`config.mk`:
```
export PLATFORM = sky130hd
export DESIGN_NAME = ultrasonic_scheduler_flat
export DESIGN_NICKNAME = d
export VERILOG_FILES = /design/src/rtl/ultrasonic_scheduler_pkg.sv /design/src/rtl/ultrasonic_scheduler_if.sv /design/src/rtl/ultrasonic_scheduler_echo_sync_edge.sv /design/src/rtl/ultrasonic_scheduler.sv /design/src/flat_wrapper.sv
export SDC_FILE = /design/constraint.sdc
export NUM_CORES = 1
export LEC_CHECK = 0
export BUFFER_PORTS_ARGS = -buffer_cell sky130_fd_sc_hd__clkbuf_2
export CAP_MARGIN = 20
export CORE_UTILIZATION = 60
export CTS_BUF_LIST = sky130_fd_sc_hd__clkbuf_2
export DETAILED_ROUTE_END_ITERATION = 8
export GPL_TIMING_DRIVEN = 0
export PLACE_DENSITY = 0.87
export REMOVE_ABC_BUFFERS = 1
export SETUP_SLACK_MARGIN = 0.05
export SLEW_MARGIN = 30
export SYNTH_ARGS = -nofsm -noshare
export SYNTH_HDL_FRONTEND = slang
export SYNTH_SLANG_ARGS = --single-unit
```
`constraint.sdc`:
```
create_clock -name clk -period 3.35 [get_ports clk]
set_input_delay 0.67 -clock clk [delete_from_list [all_inputs] [get_ports clk]]
set_output_delay 0.67 -clock clk [all_outputs]
set_load 0.05 [all_outputs]
```
`src/rtl/ultrasonic_scheduler_pkg.sv`:
```
// ---------------------------------------------------------------------------
// ultrasonic_scheduler_pkg
// Shared definitions for the ultrasonic ranger scheduler:
//   - state_e      : scheduler FSM states
//   - DEF_*        : default timing constants for a 50 MHz clock
//   - cnt_width()  : bits needed by a counter that runs 0 .. n-1
// ---------------------------------------------------------------------------
package ultrasonic_scheduler_pkg;

    typedef enum logic [2:0] {
        IDLE      = 3'd0,
        TRIG      = 3'd1,
        WAIT_ECHO = 3'd2,
        MEASURE   = 3'd3,
        HOLD      = 3'd4
    } state_e;

    // 50 MHz defaults: 10 us trigger, 58 us per cm, 60 ms period, 24 ms timeout
    localparam int unsigned DEF_TRIG_CYCLES    = 500;
    localparam int unsigned DEF_CM_CYCLES      = 2900;
    localparam int unsigned DEF_PERIOD_CYCLES  = 3000000;
    localparam int unsigned DEF_TIMEOUT_CYCLES = 1200000;
    localparam int unsigned DEF_DIST_W         = 9;
    localparam int unsigned DEF_NEAR_CM        = 20;

    function automatic int unsigned cnt_width(input int unsigned n);
        return (n < 32'd2) ? 32'd1 : 32'($clog2(n));
    endfunction

endpackage

```
`src/rtl/ultrasonic_scheduler_if.sv`:
```
// ---------------------------------------------------------------------------
// ultrasonic_scheduler_if
// Measurement result bus from the scheduler to distance consumers.
//   distance_o : last valid distance in cm (held between updates)
//   valid_o    : one-cycle strobe when distance_o updates
//   timeout_o  : one-cycle strobe when a measurement is aborted
//   near_o     : last valid distance <= near threshold
// Modports: master (scheduler drives), slave (consumer reads).
// ---------------------------------------------------------------------------
interface ultrasonic_scheduler_if
    import ultrasonic_scheduler_pkg::*;
#(
    parameter int unsigned DIST_W = DEF_DIST_W
) ();

    logic [DIST_W-1:0] distance_o;
    logic              valid_o;
    logic              timeout_o;
    logic              near_o;

    modport master (output distance_o, valid_o, timeout_o, near_o);
    modport slave  (input  distance_o, valid_o, timeout_o, near_o);

endinterface

```
`src/rtl/ultrasonic_scheduler_echo_sync_edge.sv`:
```
// ---------------------------------------------------------------------------
// ultrasonic_scheduler_echo_sync_edge
// Two-flop synchronizer for the asynchronous echo pin plus edge detection.
//   clk, rst : clock, asynchronous active-high reset
//   echo_i   : raw echo pin
//   level_o  : synchronized echo level (2 cycles behind the pin)
//   rise_o   : one-cycle strobe on a synchronized 0->1 transition
//   fall_o   : one-cycle strobe on a synchronized 1->0 transition
// ---------------------------------------------------------------------------
module ultrasonic_scheduler_echo_sync_edge
    import ultrasonic_scheduler_pkg::*;
(
    input  logic clk,
    input  logic rst,
    input  logic echo_i,
    output logic level_o,
    output logic rise_o,
    output logic fall_o
);

    logic meta_q;
    logic sync_q;
    logic prev_q;

    always_ff @(posedge clk or posedge rst) begin
        if (rst) begin
            meta_q <= 1'b0;
            sync_q <= 1'b0;
            prev_q <= 1'b0;
        end else begin
            meta_q <= echo_i;
            sync_q <= meta_q;
            prev_q <= sync_q;
        end
    end

    assign level_o = sync_q;
    assign rise_o  = sync_q & ~prev_q;
    assign fall_o  = ~sync_q & prev_q;

endmodule

```
`src/rtl/ultrasonic_scheduler.sv`:
```
// ---------------------------------------------------------------------------
// ultrasonic_scheduler
// Periodically triggers an HC-SR04-style ranger, times the echo pulse and
// reports the distance in centimetres, aborting on a missing/long echo.
//   clk, rst   : 50 MHz clock, asynchronous active-high reset
//   ready_i    : measurements are scheduled while high
//   echo_i     : raw asynchronous echo pin
//   trig_o     : trigger pulse to the sensor
//   busy_o     : scheduler is not IDLE
//   meas_o     : result bus (distance_o, valid_o, timeout_o, near_o)
// Optional build macro ULTRASONIC_AVG_EN: report the mean of the last four
// valid measurements instead of the raw one (valid_o one cycle later).
// ---------------------------------------------------------------------------
module ultrasonic_scheduler
    import ultrasonic_scheduler_pkg::*;
#(
    parameter int unsigned TRIG_CYCLES    = DEF_TRIG_CYCLES,
    parameter int unsigned CM_CYCLES      = DEF_CM_CYCLES,
    parameter int unsigned PERIOD_CYCLES  = DEF_PERIOD_CYCLES,
    parameter int unsigned TIMEOUT_CYCLES = DEF_TIMEOUT_CYCLES,
    parameter int unsigned DIST_W         = DEF_DIST_W,
    parameter int unsigned NEAR_CM        = DEF_NEAR_CM
) (
    input  logic                          clk,
    input  logic                          rst,
    input  logic                          ready_i,
    input  logic                          echo_i,
    output logic                          trig_o,
    output logic                          busy_o,
    ultrasonic_scheduler_if.master        meas_o
);

    localparam int unsigned TRIG_W = cnt_width(TRIG_CYCLES);
    localparam int unsigned CM_W   = cnt_width(CM_CYCLES);
    localparam int unsigned PER_W  = cnt_width(PERIOD_CYCLES);
    localparam int unsigned TO_W   = cnt_width(TIMEOUT_CYCLES);

    localparam logic [TRIG_W-1:0] TRIG_LAST = TRIG_W'(TRIG_CYCLES - 1);
    localparam logic [CM_W-1:0]   CM_LAST   = CM_W'(CM_CYCLES - 1);
    localparam logic [PER_W-1:0]  PER_LAST  = PER_W'(PERIOD_CYCLES - 1);
    localparam logic [TO_W-1:0]   TO_LAST   = TO_W'(TIMEOUT_CYCLES - 1);
    localparam logic [DIST_W-1:0] DIST_MAX  = {DIST_W{1'b1}};

    // Saturating centimetre increment: long echoes pin at full scale.
    function automatic logic [DIST_W-1:0] cm_sat_inc(input logic [DIST_W-1:0] v);
        return (v == DIST_MAX) ? v : v + 1'b1;
    endfunction

    function automatic logic is_near(input logic [DIST_W-1:0] d);
        return (32'(d) <= NEAR_CM);
    endfunction

`ifdef ULTRASONIC_AVG_EN
    function automatic logic [DIST_W-1:0] avg4(input logic [DIST_W-1:0] a,
                                               input logic [DIST_W-1:0] b,
                                               input logic [DIST_W-1:0] c,
                                               input logic [DIST_W-1:0] d);
        logic [DIST_W+1:0] sum;
        sum = (DIST_W+2)'(a) + (DIST_W+2)'(b) + (DIST_W+2)'(c) + (DIST_W+2)'(d);
        return sum[DIST_W+1:2];
    endfunction
`endif

    logic echo_lvl;
    logic echo_rise;
    logic echo_fall;

    ultrasonic_scheduler_echo_sync_edge u_sync (
        .clk     (clk),
        .rst     (rst),
        .echo_i  (echo_i),
        .level_o (echo_lvl),
        .rise_o  (echo_rise),
        .fall_o  (echo_fall)
    );

    state_e              state_q;
    logic [TRIG_W-1:0]   trig_cnt_q;
    logic [PER_W-1:0]    per_cnt_q;
    logic [TO_W-1:0]     to_cnt_q;
    logic [CM_W-1:0]     sub_cnt_q;
    logic [DIST_W-1:0]   cm_cnt_q;
    logic                trig_q;
    logic [DIST_W-1:0]   dist_q;
    logic                valid_q;
    logic                timeout_q;
    logic                near_q;
`ifdef ULTRASONIC_AVG_EN
    logic [DIST_W-1:0]   hist_q [4];
    logic                avg_pend_q;
`endif

    always_ff @(posedge clk or posedge rst) begin
        if (rst) begin
            state_q    <= IDLE;
            trig_cnt_q <= '0;
            per_cnt_q  <= '0;
            to_cnt_q   <= '0;
            sub_cnt_q  <= '0;
            cm_cnt_q   <= '0;
            trig_q     <= 1'b0;
            dist_q     <= '0;
            valid_q    <= 1'b0;
            timeout_q  <= 1'b0;
            near_q     <= 1'b0;
`ifdef ULTRASONIC_AVG_EN
            for (int i = 0; i < 4; i++) hist_q[i] <= '0;
            avg_pend_q <= 1'b0;
`endif
        end else begin
            valid_q   <= 1'b0;
            timeout_q <= 1'b0;

            // Period counter runs from trigger start and saturates, so a
            // measurement longer than the period still cannot retrigger early.
            if (state_q != IDLE && per_cnt_q != PER_LAST)
                per_cnt_q <= per_cnt_q + 1'b1;

            case (state_q)
                IDLE: begin
                    if (ready_i) begin
                        state_q    <= TRIG;
                        trig_q     <= 1'b1;
                        trig_cnt_q <= '0;
                        per_cnt_q  <= '0;
                    end
                end

                TRIG: begin
                    if (trig_cnt_q == TRIG_LAST) begin
                        trig_q   <= 1'b0;
                        state_q  <= WAIT_ECHO;
                        to_cnt_q <= '0;
                    end else begin
                        trig_cnt_q <= trig_cnt_q + 1'b1;
                    end
                end

                // Only a rise seen here starts timing; an echo already high
                // on entry produces no rise strobe until it cycles again.
                WAIT_ECHO: begin
                    if (to_cnt_q == TO_LAST) begin
                        timeout_q <= 1'b1;
                        state_q   <= HOLD;
                    end else begin
                        to_cnt_q <= to_cnt_q + 1'b1;
                        if (echo_rise) begin
                            state_q <= MEASURE;
                            // The rise cycle is the first high cycle counted.
                            if (CM_CYCLES == 1) begin
                                sub_cnt_q <= '0;
                                cm_cnt_q  <= DIST_W'(1);
                            end else begin
                                sub_cnt_q <= CM_W'(1);
                                cm_cnt_q  <= '0;
                            end
                        end
                    end
                end

                // Echo fall is checked before timeout so it wins a tie.
                MEASURE: begin
                    if (echo_fall) begin
                        state_q <= HOLD;
`ifdef ULTRASONIC_AVG_EN
                        hist_q[0]  <= cm_cnt_q;
                        hist_q[1]  <= hist_q[0];
                        hist_q[2]  <= hist_q[1];
                        hist_q[3]  <= hist_q[2];
                        avg_pend_q <= 1'b1;
`else
                        dist_q  <= cm_cnt_q;
                        valid_q <= 1'b1;
                        near_q  <= is_near(cm_cnt_q);
`endif
                    end else if (to_cnt_q == TO_LAST) begin
                        timeout_q <= 1'b1;
                        state_q   <= HOLD;
                    end else begin
                        to_cnt_q <= to_cnt_q + 1'b1;
                        if (echo_lvl) begin
                            if (sub_cnt_q == CM_LAST) begin
                                sub_cnt_q <= '0;
                                cm_cnt_q  <= cm_sat_inc(cm_cnt_q);
                            end else begin
                                sub_cnt_q <= sub_cnt_q + 1'b1;
                            end
                        end
                    end
                end

                HOLD: begin
                    if (per_cnt_q == PER_LAST) begin
                        if (ready_i) begin
                            state_q    <= TRIG;
                            trig_q     <= 1'b1;
                            trig_cnt_q <= '0;
                            per_cnt_q  <= '0;
                        end else begin
                            state_q <= IDLE;
                        end
                    end
                end

                default: begin
                    state_q <= IDLE;
                    trig_q  <= 1'b0;
                end
            endcase

`ifdef ULTRASONIC_AVG_EN
            // Average is taken one cycle after the buffer shift.
            if (avg_pend_q) begin
                avg_pend_q <= 1'b0;
                dist_q     <= avg4(hist_q[0], hist_q[1], hist_q[2], hist_q[3]);
                near_q     <= is_near(avg4(hist_q[0], hist_q[1], hist_q[2], hist_q[3]));
                valid_q    <= 1'b1;
            end
`endif
        end
    end

    assign trig_o           = trig_q;
    assign busy_o           = (state_q != IDLE);
    assign meas_o.distance_o = dist_q;
    assign meas_o.valid_o    = valid_q;
    assign meas_o.timeout_o  = timeout_q;
    assign meas_o.near_o     = near_q;

endmodule

```
`src/flat_wrapper.sv`:
```
// flat-port wrapper written by rule: the top's interface ports become plain ports
module ultrasonic_scheduler_flat import ultrasonic_scheduler_pkg::*;
#(
    parameter int unsigned TRIG_CYCLES    = DEF_TRIG_CYCLES,
    parameter int unsigned CM_CYCLES      = DEF_CM_CYCLES,
    parameter int unsigned PERIOD_CYCLES  = DEF_PERIOD_CYCLES,
    parameter int unsigned TIMEOUT_CYCLES = DEF_TIMEOUT_CYCLES,
    parameter int unsigned DIST_W         = DEF_DIST_W,
    parameter int unsigned NEAR_CM        = DEF_NEAR_CM
)
  (clk, rst, ready_i, echo_i, trig_o, busy_o, meas_o_distance_o, meas_o_valid_o, meas_o_timeout_o, meas_o_near_o);
  ultrasonic_scheduler_if #(.DIST_W(DIST_W)) meas_o_i ();
  input  logic clk;
  input  logic rst;
  input  logic ready_i;
  input  logic echo_i;
  output logic trig_o;
  output logic busy_o;
  output wire logic [$bits(meas_o_i.distance_o)-1:0] meas_o_distance_o;
  output wire logic [$bits(meas_o_i.valid_o)-1:0] meas_o_valid_o;
  output wire logic [$bits(meas_o_i.timeout_o)-1:0] meas_o_timeout_o;
  output wire logic [$bits(meas_o_i.near_o)-1:0] meas_o_near_o;
  assign meas_o_distance_o = meas_o_i.distance_o;
  assign meas_o_valid_o = meas_o_i.valid_o;
  assign meas_o_timeout_o = meas_o_i.timeout_o;
  assign meas_o_near_o = meas_o_i.near_o;
  ultrasonic_scheduler #(.TRIG_CYCLES(TRIG_CYCLES), .CM_CYCLES(CM_CYCLES), .PERIOD_CYCLES(PERIOD_CYCLES), .TIMEOUT_CYCLES(TIMEOUT_CYCLES), .DIST_W(DIST_W), .NEAR_CM(NEAR_CM)) u_core (.clk(clk), .rst(rst), .ready_i(ready_i), .echo_i(echo_i), .trig_o(trig_o), .busy_o(busy_o), .meas_o(meas_o_i));
endmodule
```
==> results.sh <==
export IMPL_io_pins=18
export IMPL_power_ir_vdd_worst_v=0.0003255
export IMPL_setup_viol=0
export IMPL_drt_drc_violations_left=0
export IMPL_place_inst=619
export IMPL_min_period_ps=2950
export IMPL_finish_instance_area_mm2=0.005323
export IMPL_per_cell_routed_wire_length_um=16.47
export IMPL_synthesis_instances=518
export IMPL_die_area_mm2=0.008725
export IMPL_final_antenna_net_count=0
export IMPL_grt_first_pass_wirelength_um=17970
export IMPL_timing_slew_headroom_pct=41.29
export IMPL_crit_slowest_cell="sky130_fd_sc_hd__or4_1"
export IMPL_fin_nets=540
export IMPL_post_synth_top_count_cell="sky130_fd_sc_hd__dfrtp_1"
export IMPL_post_synth_cell_area_avg_um2=9.679
export IMPL_vertical_die_dimension_um=93.41
export IMPL_wirelength_um=10470
export IMPL_leakage_uw=0.002247
export IMPL_grt_pass1_vias=3906
export IMPL_synth_main_ff_cell="sky130_fd_sc_hd__dfrtp_1"
export IMPL_antenna_diode_count=0
export IMPL_skew_ps=21.10
export IMPL_place_hpwl_um=7106
export IMPL_antenna_found_initial=0
export IMPL_grt_usage_pct=25.95
export IMPL_fin_hold_ws_ps=164.8
export IMPL_power_share_clock_pct=25.7
export IMPL_port_buffer_count=17
export IMPL_tightestPinTransition_ps=872.5
export IMPL_core_area_mm2=0.007888
export IMPL_syn_to_final_growth_pct=6.164
export IMPL_chipWidth_um=93.41
export IMPL_timing_critical_path_slowest_cell_delay_ps=510
export IMPL_timing_max_cap_violations=0
export IMPL_yosysUniqueCellTypes=68
export IMPL_synth_area_leader_cell="sky130_fd_sc_hd__dfrtp_1"
export IMPL_endpoint_kind="register"
export IMPL_fmax_mhz=339.0
export IMPL_p_sw_share_pct=32.51
export IMPL_worst_skew_pair_late_latency_ps=570
export IMPL_p_comb_share_pct=15.3
export IMPL_async_reset_ff_share_pct=100.0
export IMPL_drive_above_1_share_pct=13.86
export IMPL_share_seq_of_total_power_pct=59.0
export IMPL_routability_congestion_estimate=0.8570
export IMPL_dpl_cell_area_mm2=0.005171
export IMPL_cts_path_max_buffers=2
export IMPL_report_final_hold_viol_count=0
export IMPL_drv_slew=0
export IMPL_vias_per_cell=6.539
export IMPL_synthTopCellsByArea="sky130_fd_sc_hd__dfrtp_1, sky130_fd_sc_hd__nand2_1, sky130_fd_sc_hd__a21oi_1"
export IMPL_fin_crit_sh_pct=88.05
export IMPL_finalPower_uw=2401
export IMPL_netlist_area_mm2=0.005014
export IMPL_std_cell_rows=32
export IMPL_path_class="register to register"
export IMPL_utilization_pct=67.48
export IMPL_rsz0062_at_grt="no"
export IMPL_cts_reportedPaths_clkPinSlew_ps=270
export IMPL_synth_top_area_share_pct=45.92
export IMPL_maximum_number_of_pins_on_one_net_before_global_route_repair=57
export IMPL_result_of_the_run="finished clean"
export IMPL_timing_critical_path_fanout_max=9
export IMPL_synth_warning_count=0
export IMPL_post_synth_most_frequent_cells="sky130_fd_sc_hd__dfrtp_1, sky130_fd_sc_hd__nand2_1, sky130_fd_sc_hd__nor2_1"
export IMPL_initialDrtViolationCount=344
export IMPL_tritoncts="built"
export IMPL_drt_first_pass_iters=8
export IMPL_vias=4159
export IMPL_internal_power_uw=1620
export IMPL_floorplan_initialDensity_pct=63.56
export IMPL_cp_cell_sequence="and3_1, and2_1, and4_1, ha_1, or4b_1, nor4_2, nor2_1, or4_1, a21oi_1"
export IMPL_required_time_of_the_worst_setup_path_ps=3880
export IMPL_cts_num_sinks=92
export IMPL_finish_cell_count_without_fillers=636
export IMPL_cts_root_buffer="sky130_fd_sc_hd__clkbuf_2"
export IMPL_synth_seq_area_share_pct=45.92
export IMPL_worstPathArrival_ps=3480
export IMPL_ys_ff_latch=92
export IMPL_worstSetupStartpointType="register"
export IMPL_cell_pwr_density_mw_per_mm2=451.1
export IMPL_global_route_overflow_total=0
export IMPL_clock_tree_htree_level_count=3
export IMPL_synth_edf_count=0
export IMPL_holdCritPathClass="primary input to register"
export IMPL_cts_buffers_inserted=9
export IMPL_netSwitchingPower_uw=780.6
area by class of cell:
| type | count | area (um^2) |
|---|---|---|
| multi-input combinational | 391 | 2557 |
| sequential | 92 | 2302 |
| tap | 102 | 127.6 |
| timing repair buffer | 21 | 141.4 |
| inverter | 14 | 57.56 |
| clock inverter | 7 | 91.34 |
| clock buffer | 9 | 45.04 |
| fill | 593 | 2565 |
logic make-up after synthesis:
logic type	Yosys count	synth area share, %
buf+inv	35	3.344
xor+xnor	20	3.494
flops	92	45.92
simple gates	224	25.56
compound gates	128	17.32
mux	12	2.620
fa+ha+maj	7	1.747
what timing repair did:
item                                   CTS  global route
resized for setup                        0             1
setup endpoints to repair                0             1
hold buffers                             1             0
endpoints found under the hold margin   11             0
setup buffers                            0             0
layout by cell type, fill, tap and decap left out, types with 11 or more instances in the layout:
| master | n |
|---|---|
| sky130_fd_sc_hd__nand3_1 | 24 |
| sky130_fd_sc_hd__nand2_1 | 44 |
| sky130_fd_sc_hd__inv_1 | 12 |
| sky130_fd_sc_hd__nand4_1 | 20 |
| sky130_fd_sc_hd__xor2_1 | 11 |
| sky130_fd_sc_hd__and3_1 | 14 |
| sky130_fd_sc_hd__clkbuf_2 | 26 |
| sky130_fd_sc_hd__or4_1 | 20 |
| sky130_fd_sc_hd__o31ai_1 | 20 |
| sky130_fd_sc_hd__a21oi_1 | 30 |
| sky130_fd_sc_hd__nor2_1 | 37 |
| sky130_fd_sc_hd__o21ai_0 | 25 |
| sky130_fd_sc_hd__dfrtp_1 | 92 |
through the flow:
step	setup TNS (ps)	setup WS, ps
floorplan	0	288.0
detailed placement	0	464.0
global placement	-63430	-694.6
CTS	0	165.6
global route	0	241.8
finish	0	400.4
final timing paths:
check / from / cells after the start / slack (ps) / endpoint
setup reg to reg: u_core.cm_cnt_q[4]$_DFFE_PP0P_ / 9 / 400 / u_core.cm_cnt_q[4]$_DFFE_PP0P_
hold reg to reg: u_core.u_sync.meta_q$_DFF_PP0_ / 0 / 420 / u_core.u_sync.level_o$_DFF_PP0_
min in group asynchronous: rst / 3 / 590 / u_core.per_cnt_q[13]$_DFF_PP0_
setup / recovery: u_core.cm_cnt_q[4]$_DFFE_PP0P_ / 9 / 400 / u_core.cm_cnt_q[4]$_DFFE_PP0P_
max in group asynchronous: rst / 4 / 2170 / u_core.to_cnt_q[5]$_DFFE_PP0P_
hold / removal: echo_i / 1 / 160 / u_core.u_sync.meta_q$_DFF_PP0_
worst max-delay path, delay by kind of cell, from the launching register on:
kind,cells,cell delay (ps)
AOI/OAI and AO/OA,1,170
and+or+nand+nor,7,2070
adders and majority gates,1,170
DFF,1,500
power groups by stage:
stage | registers (uW) | clock network [uW] | logic (uW)
CTS | 1410 | 628 | 369
global route | 1440 | 672 | 422
global placement | 1420 | 0 | 336
floorplan | 1390 | 0 | 298
detailed placement | 1430 | 0 | 363
finish | 1420 | 616 | 367
state kept, by name, summed over array words and instances (netlist names):
register	count
u_core.cm_cnt_q	9
u_core.meas_o.distance_o	9
u_core.meas_o.near_o	1
u_core.meas_o.timeout_o	1
u_core.meas_o.valid_o	1
u_core.per_cnt_q	22
u_core.state_q	3
u_core.sub_cnt_q	12
u_core.to_cnt_q	21
u_core.trig_cnt_q	9
u_core.trig_o	1
u_core.u_sync.level_o	1
u_core.u_sync.meta_q	1
u_core.u_sync.prev_q	1
metal layers:
layer | share of wire (%) | up-vias | global-route usage, %
met2 | 47 | 111 | 40.13
li1 | - | 1973 | -
met4 | 2.2 | 0 | 10.51
met5 | 0 | - | 0
met3 | 4.0 | 23 | 3.902
met1 | 47 | 2052 | 36.73
(Power assumes the default switching activity.)
